## src/rtl/id_ex_stage.sv

```systemverilog
// ID/EX pipeline register with operand forwarding, flush and downstream hold.
// Optional load-use bubble insertion is enabled by defining LOAD_USE_STALL_EN.
module id_ex_stage #(
    parameter int unsigned DATA_W   = 16,
    parameter int unsigned LOAD_BIT = 0
) (
    input  logic              clk,
    input  logic              rst,
    input  logic              id_valid,
    input  logic [3:0]        id_RA,
    input  logic [3:0]        id_RB,
    input  logic [3:0]        id_WC,
    input  logic              id_W_RB,
    input  logic [DATA_W-1:0] id_opA,
    input  logic [DATA_W-1:0] id_opB,
    input  logic [7:0]        id_ctrl,
    input  logic              fwd_A,
    input  logic              fwd_B,
    input  logic [DATA_W-1:0] fwd_data,
    input  logic              stall_in,
    input  logic              flush,
    output logic              ex_valid,
    output logic [3:0]        ex_RA,
    output logic [3:0]        ex_RB,
    output logic [3:0]        ex_WC,
    output logic              ex_W_RB,
    output logic [DATA_W-1:0] ex_opA,
    output logic [DATA_W-1:0] ex_opB,
    output logic [7:0]        ex_ctrl,
    output logic              stall_out
);

    logic load_use;

`ifdef LOAD_USE_STALL_EN
    typedef enum logic {IDLE, BUBBLE} state_t;

    state_t state, state_nxt;
    logic   hazard;

    assign hazard = ex_valid && ex_ctrl[LOAD_BIT] && ex_W_RB && id_valid &&
                    ((id_RA == ex_WC) || (id_RB == ex_WC));

    always_ff @(posedge clk) begin
        if (rst) begin
            state <= IDLE;
        end else begin
            state <= state_nxt;
        end
    end

    always_comb begin
        state_nxt = state;
        case (state)
            IDLE:    if (hazard && !stall_in) state_nxt = BUBBLE;
            BUBBLE:  if (!stall_in) state_nxt = IDLE;
            default: state_nxt = IDLE;
        endcase
        if (flush) begin
            state_nxt = IDLE;
        end
    end

    always_comb begin
        stall_out = 1'b0;
        if (state == IDLE && hazard && !flush && !stall_in && !rst) begin
            stall_out = 1'b1;
        end
    end

    assign load_use = stall_out;
`else
    logic unused_load_flag;

    assign unused_load_flag = ex_ctrl[LOAD_BIT];
    assign stall_out        = 1'b0;
    assign load_use         = 1'b0;
`endif

    // Write enable and controls are qualified by id_valid so an empty slot never writes.
    always_ff @(posedge clk) begin
        if (rst || flush) begin
            ex_valid <= 1'b0;
            ex_RA    <= '0;
            ex_RB    <= '0;
            ex_WC    <= '0;
            ex_W_RB  <= 1'b0;
            ex_opA   <= '0;
            ex_opB   <= '0;
            ex_ctrl  <= '0;
        end else if (stall_in) begin
            ex_valid <= ex_valid;
        end else if (load_use) begin
            ex_valid <= 1'b0;
            ex_RA    <= '0;
            ex_RB    <= '0;
            ex_WC    <= '0;
            ex_W_RB  <= 1'b0;
            ex_opA   <= '0;
            ex_opB   <= '0;
            ex_ctrl  <= '0;
        end else begin
            ex_valid <= id_valid;
            ex_RA    <= id_RA;
            ex_RB    <= id_RB;
            ex_WC    <= id_WC;
            ex_W_RB  <= id_valid && id_W_RB;
            ex_opA   <= fwd_A ? fwd_data : id_opA;
            ex_opB   <= fwd_B ? fwd_data : id_opB;
            ex_ctrl  <= id_valid ? id_ctrl : '0;
        end
    end

endmodule

```

## config.mk

```make
export PLATFORM = sky130hd
export DESIGN_NAME = id_ex_stage
export DESIGN_NICKNAME = d
export VERILOG_FILES = /design/src/rtl/id_ex_stage.sv
export SDC_FILE = /design/constraint.sdc
export NUM_CORES = 1
export LEC_CHECK = 0
export CAP_MARGIN = 40
export CORE_ASPECT_RATIO = 1.75
export CORE_MARGIN = 4
export CORE_UTILIZATION = 40
export DETAILED_ROUTE_END_ITERATION = 10
export HOLD_SLACK_MARGIN = 0.15
export PLACE_DENSITY = 0.87
export SYNTH_ARGS = -nofsm -noshare
export SYNTH_HDL_FRONTEND = slang
export SYNTH_SLANG_ARGS = --single-unit
```

## constraint.sdc

```tcl
create_clock -name clk -period 1 [get_ports clk]
set_clock_uncertainty 0.1 [all_clocks]
set_input_delay 0.1 -clock clk [delete_from_list [all_inputs] [get_ports clk]]
set_output_delay 0.1 -clock clk [all_outputs]
set_load 0.02 [all_outputs]
```

==> key figures <==
Outcome
  – Status: complete, no violations

Worst setup path
  – Reg-to-Reg Start: ex_opB[6]
  – Buf+Inv Stages, Crit Path: 1
  – Highest-delay cell along the critical path: dfxtp_2
  – Crit path capture type: output port
  – CP Cell Sequence: buf_6
  – Worst EP required: 0.80 ns
  – Arr. time, crit path: 0.78 ns
  – Max incr delay on CP: 0.36 ns
  – CP Class: flip-flop to output port
  – Worst R2R Setup Slack: 0.12 ns
  – CP Launch Type: flip-flop
  – Crit path max-delay family: flip-flops
  – Crit path max fanout: 2
  – Worst flop-to-flop path endpoint: ex_opB[6]
  – Worst Reg-to-Reg Cells: 3

Final layout
  – Most frequent cells in the layout: clkdlybuf4s50_1 (70), dfxtp_2 (54), buf_6 (51)
  – Number of diodes: 0
  – Area growth, synth to finish: 75.4%
  – Finished Layout Cells: 459
  – Share of layout cells above drive strength 1: 48.8%
  – Layout Nets: 454
  – Most common cell after layout, fill and taps aside: clkdlybuf4s50_1
  – Post-route cell area: 4420 sq um

STA
  – Fin crit period: 0.981 ns
  – Achievable clock frequency: 1020 MHz
  – Final period util: 98.1%
  – Slew Viols, Final: 0
  – PnR worst setup slack: 0.0188 ns
  – RSZ-0062 raised after global routing: true
  – # setup viols final: 0
  – Final hold vios: 0

Flow run
  – MaxCap Viol Count: 0

Global route
  – GR Util All Layers: 18.7%
  – Largest net degree at the start of global routing: 42
  – Number of global-route vias before repair: 2302
  – Grt total ovfl: 0
  – Initial antenna violation count: 0
  – First-pass GRT wire length: 11000 microns

Worst hold path
  – Hold depth: 3
  – HP Start: stall_in
  – Worst hold path class: input port to flip-flop
  – Worst Hold Path EP: ex_valid

Yosys
  – Ys Warns: 0
  – Net count after synthesis: 304
  – Mapped Cells: 228
  – Syn Area/Cell: 11.1 sq um
  – Netlist cell types: 18
  – Sequential area share after synthesis: 42.9%
  – Synthesized cell area: 2520 sq um
  – Flops & latches, synth: 54

Placement
  – Hpwl dp: 5280 microns
  – RD Place Congestion: 0.766
  – Port Buffers: 129
  – Pre-CTS WS: -0.473 ns
  – Placed inst area: 4010 sq um
  – Placed insts: 443

Power and ir drop
  – Pwr per Cell Area: 1120 nW/um^2
  – VDD IR-drop max: 1270 uV
  – Pleak: 1.87 nW

Floorplan
  – Die Area: 7690 sq um
  – Initial core utilization: 40.8%
  – Die Y: 113 microns
  – I/O pin cnt: 131
  – Core area: 6180 sq um
  – Std cell rows: 38
  – DIE WIDTH: 68.0 microns

Clock tree
  – H-tree depth: 2
  – Clk sinks: 54
  – CTS tree: yes
  – Clk root buf: clkbuf_8
  – Clock transition at the registers of the reported paths: 0.09 ns
  – CTS Buffer Depth: 2
  – CTS buffer count: 5
  – Insertion delay to the later sink of the worst-skew pair: 0.29 ns
  – CTS Hold Bufs: 1

Detailed routing
  – Via count: 2250
  – Number of vias per cell: 4.90
  – Post-route DRC: 0
  – DRT Pass-1 Iters: 4
  – ANT nets after route: 0
  – Starting DRC count in detailed routing: 73
  – Drt wl/cell: 15.9 microns
  – Total wire length: 7320 microns
how the worst max path moves through the flow:
stage	from	depth (start not counted)	slack, ns	to
2_1_floorplan	flush	4	0.11	ex_opA[5]
3_3_place_gp	flush	4	-0.38	ex_opA[15]
3_5_place_dp	flush	4	-0.47	ex_opA[15]
4_1_cts	ex_opA[13]	1	-0.004	ex_opA[13]
5_1_grt	ex_opA[1]	1	-0.02	ex_opA[1]
6_report	ex_opA[1]	1	0.02	ex_opA[1]
per-stage QoR:
step | TNS [ns] | util [%] | hold WS [ns] | total power [mW]
final | 0 | 71.6 | 0.0515 | 4.97
after global routing | -0.104 | 71.6 | 0.0795 | 5.20
after CTS | -0.00425 | 68.2 | 0.157 | 4.97
after detailed placement | -26.04 | 64.8 | 0.354 | 3.46
after global placement | -24.54 | 64.8 | 0.345 | 3.44
after floorplan | 0 | - | 0.144 | 2.87
layer usage:
| layer | track usage (%) | wire (microns) | vias to the layer above |
|---|---|---|---|
| li1 | - | - | 1095 |
| met1 | 18.7 | 2430 | 1054 |
| met2 | 35.4 | 4200 | 83 |
| met3 | 3.87 | 461 | 18 |
| met4 | 7.70 | 219 | 0 |
| met5 | 0 | 0 | - |
state kept, by name, indices dropped and copies added (netlist names):
signal / cells
ex_W_RB: 1
ex_RB: 4
ex_opB: 16
ex_ctrl: 8
ex_opA: 16
ex_WC: 4
ex_valid: 1
ex_RA: 4
Yosys cell counts:
cell / n / area share (%)
dfxtp_1: 54 / 43
mux2i_1: 45 / 18
nor2b_1: 32 / 7.9
a211oi_2: 28 / 14
nor2_1: 13 / 1.9
a21oi_1: 9 / 1.8
buf_6: 9 / 4.0
nand2_1: 9 / 1.3
nand3b_1: 9 / 2.7
buf_2: 5 / 0.99
a211oi_1: 4 / 1.2
buf_4: 3 / 0.89
buf_12: 2 / 1.6
clkbuf_1: 2 / 0.30
buf_1: 1 / 0.15
conb_1: 1 / 0.15
inv_2: 1 / 0.15
or2_1: 1 / 0.25
final cells by class:
class | instances | area, sq um
repair buffers | 165 | 1810
clock inverters | 1 | 30.0
well taps | 80 | 100
flip-flops and latches | 54 | 1150
clock buffers | 7 | 76.3
fillers | 436 | 1760
inverters | 1 | 3.75
multi-input cells | 151 | 1260
report_power, final:
part	internal, mW	switching, mW	total, mW
registers	2.25	0.0579	2.30
logic	0.736	0.502	1.24
clock network	0.750	0.681	1.43
total	3.73	1.24	4.97
repair_timing:
action                     in CTS  in global routing
setup endpoints to repair     108                 56
hold endpoints to repair        1                  1
pin swaps                       2                  2
cloned                          4                  0
gates resized for setup       324                 67
setup buffers                   1                  3
kinds of logic after synthesis:
family                 synth area share [%]
AO/OA/AOI/OAI                          16.9
buffers and inverters                  8.09
flip-flops                             42.9
multiplexers                           17.9
other                                 0.149
AND/OR/NAND/NOR                        14.1
No activity file was read; power rests on OpenSTA's default activity.
